**src/rtl/bist_pkg.sv**
```systemverilog
// Shared types, the March C- element table and the checkerboard pattern for the memory BIST.
package bist_pkg;

    typedef enum logic [1:0] {IDLE, RUN, DRAIN, DONE} state_e;

    typedef enum logic {MARCH_CM, CHECKER} mode_e;

    // One March element: address direction (1 = ascending), optional read and optional write.
    typedef struct packed {
        logic dir;
        logic has_read;
        logic read_val;
        logic has_write;
        logic write_val;
    } march_elem_t;

    localparam int unsigned NUM_MARCH_ELEMS    = 6;
    localparam int unsigned NUM_CHECKER_PASSES = 4;

    localparam march_elem_t MARCH_TABLE [NUM_MARCH_ELEMS] = '{
        '{dir: 1'b1, has_read: 1'b0, read_val: 1'b0, has_write: 1'b1, write_val: 1'b0},
        '{dir: 1'b1, has_read: 1'b1, read_val: 1'b0, has_write: 1'b1, write_val: 1'b1},
        '{dir: 1'b1, has_read: 1'b1, read_val: 1'b1, has_write: 1'b1, write_val: 1'b0},
        '{dir: 1'b0, has_read: 1'b1, read_val: 1'b0, has_write: 1'b1, write_val: 1'b1},
        '{dir: 1'b0, has_read: 1'b1, read_val: 1'b1, has_write: 1'b1, write_val: 1'b0},
        '{dir: 1'b1, has_read: 1'b1, read_val: 1'b0, has_write: 1'b0, write_val: 1'b0}
    };

    // Bit bit_idx of the checkerboard word: 0x55.. on even addresses, 0xAA.. on odd ones.
    function automatic logic checker_pattern_bit(input int unsigned bit_idx, input logic addr_lsb);
        return (bit_idx % 2 == 0) ? ~addr_lsb : addr_lsb;
    endfunction

endpackage

```
**src/rtl/bist_addr_gen.sv**
```systemverilog
// Up/down address counter with synchronous load and a direction-aware terminal-count flag.
module bist_addr_gen #(
    parameter int unsigned ADDR_WIDTH = 4
) (
    input  logic                  clk,
    input  logic                  rst,
    input  logic                  load,
    input  logic [ADDR_WIDTH-1:0] load_val,
    input  logic                  en,
    input  logic                  up,
    output logic [ADDR_WIDTH-1:0] addr,
    output logic                  tc
);

    // Load has priority over stepping.
    always_ff @(posedge clk or negedge rst) begin
        if (!rst) begin
            addr <= '0;
        end else if (load) begin
            addr <= load_val;
        end else if (en) begin
            addr <= up ? addr + 1'b1 : addr - 1'b1;
        end
    end

    assign tc = up ? &addr : ~|addr;

endmodule

```
**src/rtl/mem_march_bist.sv**
```systemverilog
// March C- / checkerboard BIST controller driving a dual-port memory from one clock.
module mem_march_bist
    import bist_pkg::*;
#(
    parameter int unsigned DATA_WIDTH = 8,
    parameter int unsigned ADDR_WIDTH = 4,
    parameter int unsigned ERR_WIDTH  = 8
) (
    input  logic                  wclk,
    input  logic                  rst,
    input  logic                  bist_en,
    input  logic                  mode,
    output logic                  mem_wen,
    output logic [ADDR_WIDTH-1:0] mem_waddr,
    output logic [DATA_WIDTH-1:0] mem_wdata,
    output logic                  mem_ren,
    output logic [ADDR_WIDTH-1:0] mem_raddr,
    input  logic [DATA_WIDTH-1:0] mem_rdata,
    output logic                  busy,
    output logic                  done,
    output logic                  passfail,
    output logic [ADDR_WIDTH-1:0] fail_addr,
    output logic [ERR_WIDTH-1:0]  err_cnt
);

    localparam int unsigned           DEPTH    = 2 ** ADDR_WIDTH;
    localparam logic [ADDR_WIDTH-1:0] ADDR_TOP = ADDR_WIDTH'(DEPTH - 1);

    state_e                state;
    mode_e                 mode_q;
    logic [2:0]            elem;
    logic                  phase;
    logic                  issue_done;
    logic [DATA_WIDTH-1:0] exp_word;
    logic                  cmp_valid;
    logic [DATA_WIDTH-1:0] cmp_exp;
    logic [ADDR_WIDTH-1:0] cmp_addr;
    logic                  fail_flag;

    march_elem_t           cur_desc;
    march_elem_t           nxt_desc;
    logic [2:0]            elem_nxt;
    logic                  op_read;
    logic                  op_write;
    logic [DATA_WIDTH-1:0] op_data;
    logic [DATA_WIDTH-1:0] pattern;
    logic                  pair_split;
    logic                  last_elem;
    logic                  cur_up;
    logic                  next_up;
    logic                  start;
    logic                  issuing;
    logic                  gen_load;
    logic                  gen_en;
    logic [ADDR_WIDTH-1:0] gen_load_val;
    logic [ADDR_WIDTH-1:0] addr;
    logic                  tc;
    logic                  mismatch;

    // Decode the operation for the current element, phase and address.
    always_comb begin
        cur_desc   = MARCH_TABLE[elem];
        nxt_desc   = cur_desc;
        elem_nxt   = elem + 3'd1;
        op_read    = 1'b0;
        op_write   = 1'b0;
        op_data    = '0;
        pair_split = 1'b0;
        last_elem  = 1'b0;
        cur_up     = 1'b1;
        next_up    = 1'b1;
        pattern    = '0;
        for (int b = 0; b < DATA_WIDTH; b++) begin
            pattern[b] = checker_pattern_bit(b, addr[0]);
        end
        if (mode_q == MARCH_CM) begin
            last_elem  = (elem == 3'(NUM_MARCH_ELEMS - 1));
            nxt_desc   = MARCH_TABLE[last_elem ? elem : elem_nxt];
            op_read    = cur_desc.has_read && !phase;
            op_write   = !op_read;
            op_data    = op_read ? {DATA_WIDTH{cur_desc.read_val}}
                                 : {DATA_WIDTH{cur_desc.write_val}};
            // A read that is followed by a write at the same address holds the counter.
            pair_split = op_read && cur_desc.has_write;
            cur_up     = cur_desc.dir;
            next_up    = nxt_desc.dir;
        end else begin
            last_elem = (elem == 3'(NUM_CHECKER_PASSES - 1));
            op_read   = elem[0];
            op_write  = !elem[0];
            op_data   = elem[1] ? ~pattern : pattern;
        end
    end

    assign start        = (state == IDLE) && bist_en;
    assign issuing      = (state == RUN) && bist_en && !issue_done;
    assign gen_load     = start || (issuing && !pair_split && tc && !last_elem);
    assign gen_en       = issuing && !pair_split && !tc;
    assign gen_load_val = (start || next_up) ? '0 : ADDR_TOP;
    assign mismatch     = cmp_valid && (mem_rdata != cmp_exp);

    bist_addr_gen #(
        .ADDR_WIDTH(ADDR_WIDTH)
    ) u_addr_gen (
        .clk     (wclk),
        .rst     (rst),
        .load    (gen_load),
        .load_val(gen_load_val),
        .en      (gen_en),
        .up      (cur_up),
        .addr    (addr),
        .tc      (tc)
    );

    // Control FSM, memory port registers, compare pipeline and result registers.
    always_ff @(posedge wclk or negedge rst) begin
        if (!rst) begin
            state      <= IDLE;
            mode_q     <= MARCH_CM;
            elem       <= '0;
            phase      <= 1'b0;
            issue_done <= 1'b0;
            exp_word   <= '0;
            cmp_valid  <= 1'b0;
            cmp_exp    <= '0;
            cmp_addr   <= '0;
            fail_flag  <= 1'b0;
            mem_wen    <= 1'b0;
            mem_waddr  <= '0;
            mem_wdata  <= '0;
            mem_ren    <= 1'b0;
            mem_raddr  <= '0;
            busy       <= 1'b0;
            done       <= 1'b0;
            passfail   <= 1'b0;
            fail_addr  <= '0;
            err_cnt    <= '0;
        end else begin
            mem_wen   <= 1'b0;
            mem_ren   <= 1'b0;
            // Expected word and address ride one stage behind the read enable.
            cmp_valid <= mem_ren;
            cmp_exp   <= exp_word;
            cmp_addr  <= mem_raddr;

            if ((state == RUN || state == DRAIN) && mismatch) begin
                if (err_cnt != '1) begin
                    err_cnt <= err_cnt + 1'b1;
                end
                fail_flag <= 1'b1;
                if (!fail_flag) begin
                    fail_addr <= cmp_addr;
                end
            end

            unique case (state)
                IDLE: begin
                    if (bist_en) begin
                        state      <= RUN;
                        mode_q     <= mode_e'(mode);
                        elem       <= '0;
                        phase      <= 1'b0;
                        issue_done <= 1'b0;
                        fail_flag  <= 1'b0;
                        fail_addr  <= '0;
                        err_cnt    <= '0;
                        passfail   <= 1'b0;
                        busy       <= 1'b1;
                    end
                end
                RUN, DRAIN: begin
                    if (!bist_en) begin
                        state     <= IDLE;
                        busy      <= 1'b0;
                        fail_flag <= 1'b0;
                        fail_addr <= '0;
                        err_cnt   <= '0;
                        passfail  <= 1'b0;
                    end else if (state == DRAIN) begin
                        state    <= DONE;
                        busy     <= 1'b0;
                        done     <= 1'b1;
                        passfail <= ~(fail_flag | mismatch);
                    end else if (issue_done) begin
                        state <= DRAIN;
                    end else begin
                        mem_wen   <= op_write;
                        mem_ren   <= op_read;
                        mem_waddr <= addr;
                        mem_raddr <= addr;
                        mem_wdata <= op_data;
                        exp_word  <= op_data;
                        if (pair_split) begin
                            phase <= 1'b1;
                        end else begin
                            phase <= 1'b0;
                            if (tc) begin
                                if (last_elem) begin
                                    issue_done <= 1'b1;
                                end else begin
                                    elem <= elem_nxt;
                                end
                            end
                        end
                    end
                end
                DONE: begin
                    if (!bist_en) begin
                        state <= IDLE;
                        done  <= 1'b0;
                    end
                end
                default: state <= IDLE;
            endcase
        end
    end

endmodule

```
**config.mk**
```make
export PLATFORM = sky130hd
export DESIGN_NAME = mem_march_bist
export DESIGN_NICKNAME = d
export VERILOG_FILES = /design/src/rtl/bist_pkg.sv /design/src/rtl/bist_addr_gen.sv /design/src/rtl/mem_march_bist.sv
export SDC_FILE = /design/constraint.sdc
export NUM_CORES = 1
export LEC_CHECK = 0
export ABC_AREA = 1
export BUFFER_PORTS_ARGS = -buffer_cell sky130_fd_sc_hd__buf_2
export CORE_MARGIN = 3
export CORE_UTILIZATION = 35
export DETAILED_ROUTE_END_ITERATION = 12
export PLACE_DENSITY_LB_ADDON = 0.08
export SKIP_LAST_GASP = 1
export SYNTH_ARGS = -nofsm -noshare
export SYNTH_HDL_FRONTEND = slang
export SYNTH_SLANG_ARGS = --single-unit
```
**constraint.sdc**
```tcl
create_clock -name wclk -period 3.9 [get_ports wclk]
set_input_delay 0.39 -clock wclk [delete_from_list [all_inputs] [get_ports wclk]]
set_output_delay 0.39 -clock wclk [all_outputs]
set_load 0.01 [all_outputs]
```
After elaboration in Yosys (flattened, before gate mapping)
Memories as Yosys holds them, arrays and structs flattened. Cells that the tools add are included.

Mux-type cells: 79. Magnitude comparators: 2. Reduce and logical (&&, ||, !) cells: 37. Equal/unequal tests: 18. $add $sub $neg: 4. Bitwise logic cells: 8.

Operator list (number): 8-bit 2-to-1 mux (7); 1-bit 2-to-1 mux (37); 4-bit 2-to-1 mux (8); 3-bit 2-to-1 mux (8); 5-bit 2-to-1 mux (4); 2-bit inequality test, second input constant (9); 8-bit case mux with 2 select lines (1); 4-bit AND reduction (4); 1-bit case mux with 2 select lines (6); 1-bit logical AND (11); 2-bit 2-to-1 mux (5); 8-bit by 1-bit adder with 8-bit output, second input constant (1); 4-bit >= comparator, second input constant (2); 1-bit zero test (8); 8-bit inequality test (1); 8-bit inequality test, second input constant (1); 3-bit NOT with 4-bit output (2); 8-bit NOT (1); 4-bit case mux with 2 select lines (1); 8-bit AND reduction (1); 2-bit case mux with 3 select lines (1); 3-bit case mux with 2 select lines (1); 3-bit AND reduction (2); 2-bit nonzero test (3); other kinds (17) (23).

Word-level logic and storage cells: 169. Bits of input ports: 12. Bits in read-only memories: 80. Output and inout port bits: 33. Register bits: 55. Memories: 2.

Memory list: (name not given) (words 8, bits a word 5, rd ports 1, clocked after Yosys merged registers in 0, wr ports 0, RTL line mem_march_bist.sv:78) `nxt_desc = MARCH_TABLE[last_elem ? elem : elem_nxt];`; (name not given) (words 8, bits a word 5, rd ports 1, clocked after Yosys merged registers in 0, wr ports 0, RTL line mem_march_bist.sv:62) `cur_desc = MARCH_TABLE[elem];`.

Longest topological paths before layout
Depth in word-level cells: 13. Mapped depth: 14. Mapped depth without buffers: 14.

By module
A second synthesis with hierarchy kept.

Cells, all modules: 341. Area, all modules: 2630.0 um^2.

Modules (own cells, without submodules): mem_march_bist (times used 1, cells an instance 296, sequential area each 975.9 um^2, area an instance 2307.2 um^2); bist_addr_gen (times used 1, cells an instance 45, sequential area each 100.1 um^2, area an instance 322.8 um^2).

Least setup slack after synthesis
No wires, ideal clock.

Path kind: reg2reg. Start: register elem[0]. End: register u_addr_gen.addr[3]. Cell stages (with the launch flop): 15. Data required time: 3.784 ns. Arrival time: 1.702 ns. Setup time: 0.116 ns. Buffers on the path: 0. Period minus slack after synthesis: 1.818 ns. Path slack: 2.082 ns. Path through: dfrtp_1 -> ha_1 -> nor2_1 -> nor2_2 -> ha_1 -> nand2_1 -> nand2_1 -> nor2_1 -> inv_1 -> nand2_1 -> nand2_1 -> nand3_1 -> nand2_1 -> nand2_1 -> nand2_1.

Cells in the longest elaborated chain, start to end: 13. Elaborated cells between the ends (all ways): 33. Classes of those cells: add/sub (1); eq/ne (2); mux (14); bitwise (2); reduce/logical (12); memory (2).

RTL lines: start, declared (RTL line mem_march_bist.sv:31) `logic [2:0] elem;`; start signal, assigned (RTL line mem_march_bist.sv:201) `elem <= elem_nxt;`; branches (longest 13 deep; another with memory 8 x 5 bit); end signal, assigned (RTL line bist_addr_gen.sv:20) `addr <= load_val;`; end signal, assigned (RTL line bist_addr_gen.sv:22) `addr <= up ? addr + 1'b1 : addr - 1'b1;`; end, declared (RTL line bist_addr_gen.sv:11) `output logic [ADDR_WIDTH-1:0] addr,`.

Several ways; the timed one is not identified. The select of a mux whose other input is x is not followed. A chain may end at the register's enable or synchronous reset.

Worst setup path in the final report
Start: register state[1]. End: register mem_raddr[2].

Cells in the longest elaborated chain, start to end: 3. Elaborated cells between the ends (all ways): 5. Classes of those cells: eq/ne (2); bitwise (1); reduce/logical (2).

RTL lines: start, declared (RTL line mem_march_bist.sv:29) `state_e state;`; start signal, assigned (RTL line mem_march_bist.sv:118) `state <= IDLE;`; start signal, assigned (RTL line mem_march_bist.sv:159) `state <= RUN;`; start signal, assigned (RTL line mem_march_bist.sv:173) `state <= IDLE;`; 2-bit by 1-bit equality test with 1-bit output / 2-bit equality test (equally long branches) (RTL line mem_march_bist.sv:156, mem_march_bist.sv:179); 2-bit OR reduction / 1-bit NOT (equally long branches); 4-bit AND reduction (no line) *; end signal, assigned (RTL line mem_march_bist.sv:190) `mem_raddr <= addr;`; end, declared (RTL line mem_march_bist.sv:17) `output logic [ADDR_WIDTH-1:0] mem_raddr,`.

Mark *: on every way between the ends. The rest lies on a longest branch, timed or not.

==> impl_results.md <==
* Status: finished, final reports clean
* WL per Instance at 11.4 um
* Post-synthesis cell count at 317
* Synth area leader: dfrtp_1
* Via count at 2,029
* Setup-failing EPs final at 0
* Starting Density at 37.4%
* Post-synth EDFFs at 0
* Reg2reg setup slack at 1740 ps
* R2R Path End: mem_raddr[2]
* Mapped Avg Cell Area at 7.79 um^2
* Post-Syn Area at 2470 um^2
* Largest net degree at the start of global routing at 44
* Final HPWL DP at 3900 um
* Clk Latency, worst-skew pair at 300 ps
* Cell Chain, Critical Path: inv_1 -> ha_1 -> nand2_1 -> nor3_4 -> clkinv_1 -> nand2_1 -> o21ai_0
* Number of post-CTS setup repair buffers at 0
* Minimum clock period at 2160 ps
* Initial drt markers at 48
* Max-slew headroom at 35.2%
* TNS Setup at 0 ps
* Initial antenna violation count at 0
* Resized Gates After CTS at 0
* Register area at 1080 um^2
* Final wirelength at 5130 um
* Worst hold slack at 241 ps
* CTS Buf Count at 5
* Asr flop ratio synth at 100%
* GR Util All Layers at 13.1%
* Distinct cells, synth at 28
* Final global-route overflow total at 0
* VDD IR-drop max at 0.280 mV
* Die span in y at 90.0 um
* Kind of critical path: flop to flop
* Critical Path Fanout Max at 14
* Crit path largest cell delay at 580 ps
* Register area share after synthesis at 43.6%
* Data required, critical path at 4080 ps
* Total Nets Final at 384
* Worst hold path class: input port to async pin
* Clock Path Buffers at 2
* Tcrit/Tclk final at 55.3%
* Ratio of cells with drive above 1 in the final layout at 19.3%
* Max-Cap Viols at 0
* Leading cell types in the layout, fill and taps excluded: 83 x nand2_1, 45 x nor2_1, 44 x buf_2
* Clk root buf: clkbuf_8
* Hold Buf Count CTS at 0
* P&R area growth vs syn at 15.0%
* Endpoints failing hold at 0
* Worst Setup End Kind: flop
* #FFs+latches synth at 43
* Synth top area cells: dfrtp_1 44%, nand2_1 13%, ha_1 7.1%
* TritonCTS clock tree: built
* Crit path top cell by count: nand2_1
* Critical Path AT at 2340 ps
* F_max at 464 MHz
* ANT nets after route at 0
* Share of the synthesized area in the top cell type at 43.6%
* Worst reg-to-reg path cell count at 7
* Synth Warn # at 0
* Number of global-route vias before repair at 1,867
* Gpl congestion at 0.813
* Rows at 29
* Top_reg_cell synth: dfrtp_1
* Die area at 8100 um^2
* PortBufs at 44
* Leak at 1.56 nW
* Fillers at 693
* Core ar. at 6600 um^2
* Commonest non-fill, non-tap cell in the layout: nand2_1
* I/O Pins at 45
* Syn Nets at 344
* Vias per cell at 4.50
* Worst Setup Start Kind: flop
* Sink Count at 43
* RSZ-0062 raised after global routing: false
* ANT cells at 0
* Slew Viols, Final at 0
* H-tree depth at 2
* Delay-heaviest family, CP: simple AND/OR/NAND/NOR gates
* Clk_skew at 9.66 ps
* Die width at 90.0 um
* CP Buf/Inv Count at 2
* Residual DRC at 0
* Final instance area at 2840 um^2
* Crit path max-delay cell type: ha_1
* First-pass GRT wire length at 8690 um
* Multi-input logic area at 1160 um^2
* Detailed Routing Iterations Pass 1 at 4
* PD cells at 713 nW/um^2
* Clk slew on worst S/H paths at 90 ps
* Worst-Margin Slew at 971 ps
* Critical R2R Launch: state[1]
* Dpl cell area at 2730 um^2
layout make-up:
| type | instances | area share (%) |
|---|---|---|
| clock inverter | 3 | 1.54 |
| multi-input combinational | 223 | 41.0 |
| sequential | 43 | 37.9 |
| timing repair buffer | 44 | 7.76 |
| tap | 93 | 4.10 |
| inverter | 40 | 5.29 |
| clock buffer | 5 | 2.43 |
sequential cells by signal (all words and copies together), names as in the netlist, 2 cells and up:
register and flops:
exp_word 2, err_cnt 8, state 2, elem 3, cmp_exp 2, u_addr_gen.addr 4
mem_raddr 4, fail_addr 4, cmp_addr 4
cell usage after synthesis (2+ instances only):
library cell	n
xor2_1	4
dfrtp_1	43
buf_4	10
o21ai_0	28
nand4_1	2
nand3b_1	2
nand3_1	18
nand2_2	6
inv_2	3
inv_1	36
nor2_1	45
a21oi_1	5
nor2_2	3
nand2_1	83
ha_1	14
a31oi_1	3
kinds of logic (layout without fill, tap and decap cells):
group	after synthesis	after routing	share of synthesized area, %
xor+xnor	5	5	1.77
simple gates	163	163	28.1
flops	43	43	43.6
compound gates	40	40	9.28
buf+inv	51	92	9.33
fa+ha+maj	15	15	7.91
worst max-delay path by stage:
stage              from                  to  slack (ps)  cells past startpoint
3_5_place_dp   state[1]        mem_raddr[2]        1760                      7
5_1_grt        state[1]        mem_raddr[2]        1450                      7
2_1_floorplan   elem[0]  u_addr_gen.addr[3]        2080                     14
6_report       state[1]        mem_raddr[2]        1740                      7
4_1_cts        state[1]        mem_raddr[2]        1740                      7
3_3_place_gp   state[1]        mem_raddr[3]        1820                      7
per-layer routing:
metal | wire (um) | vias to the layer above | GRT usage, %
met5 | 0 | - | 0
met4 | 61 | 0 | 3.83
met3 | 209 | 7 | 3.09
met2 | 2490 | 30 | 22.1
met1 | 2370 | 920 | 16.7
li1 | - | 1072 | -
report_power, final:
part	internal [W]	total (W)	leakage (nW)	switching, W
clock network	0.000191	0.000355	0.0581	0.000164
registers	0.000594	0.000723	0.564	0.000129
logic	0.000347	0.000947	0.934	0.000600
total	0.00113	0.00202	1.56	0.000892
worst reg2reg max path, cell delays in order, from the launching register on:
cell,delay [ps]
dfrtp_1,430
inv_1,100
ha_1,580
nand2_1,240
nor3_4,240
clkinv_1,260
nand2_1,110
o21ai_0,70
stage by stage:
stage | setup WS [ps] | util [%] | power, W | std cells
2_1_floorplan | 2080 | - | 0.00146 | 317
3_5_place_dp | 1760 | 41.3 | 0.00169 | 443
6_report | 1740 | 43.0 | 0.00202 | 451
3_3_place_gp | 1820 | 41.3 | 0.00170 | 443
5_1_grt | 1450 | 43.0 | 0.00223 | 451
4_1_cts | 1740 | 43.0 | 0.00206 | 451
Note: power is estimated with default switching activity, not from simulation.
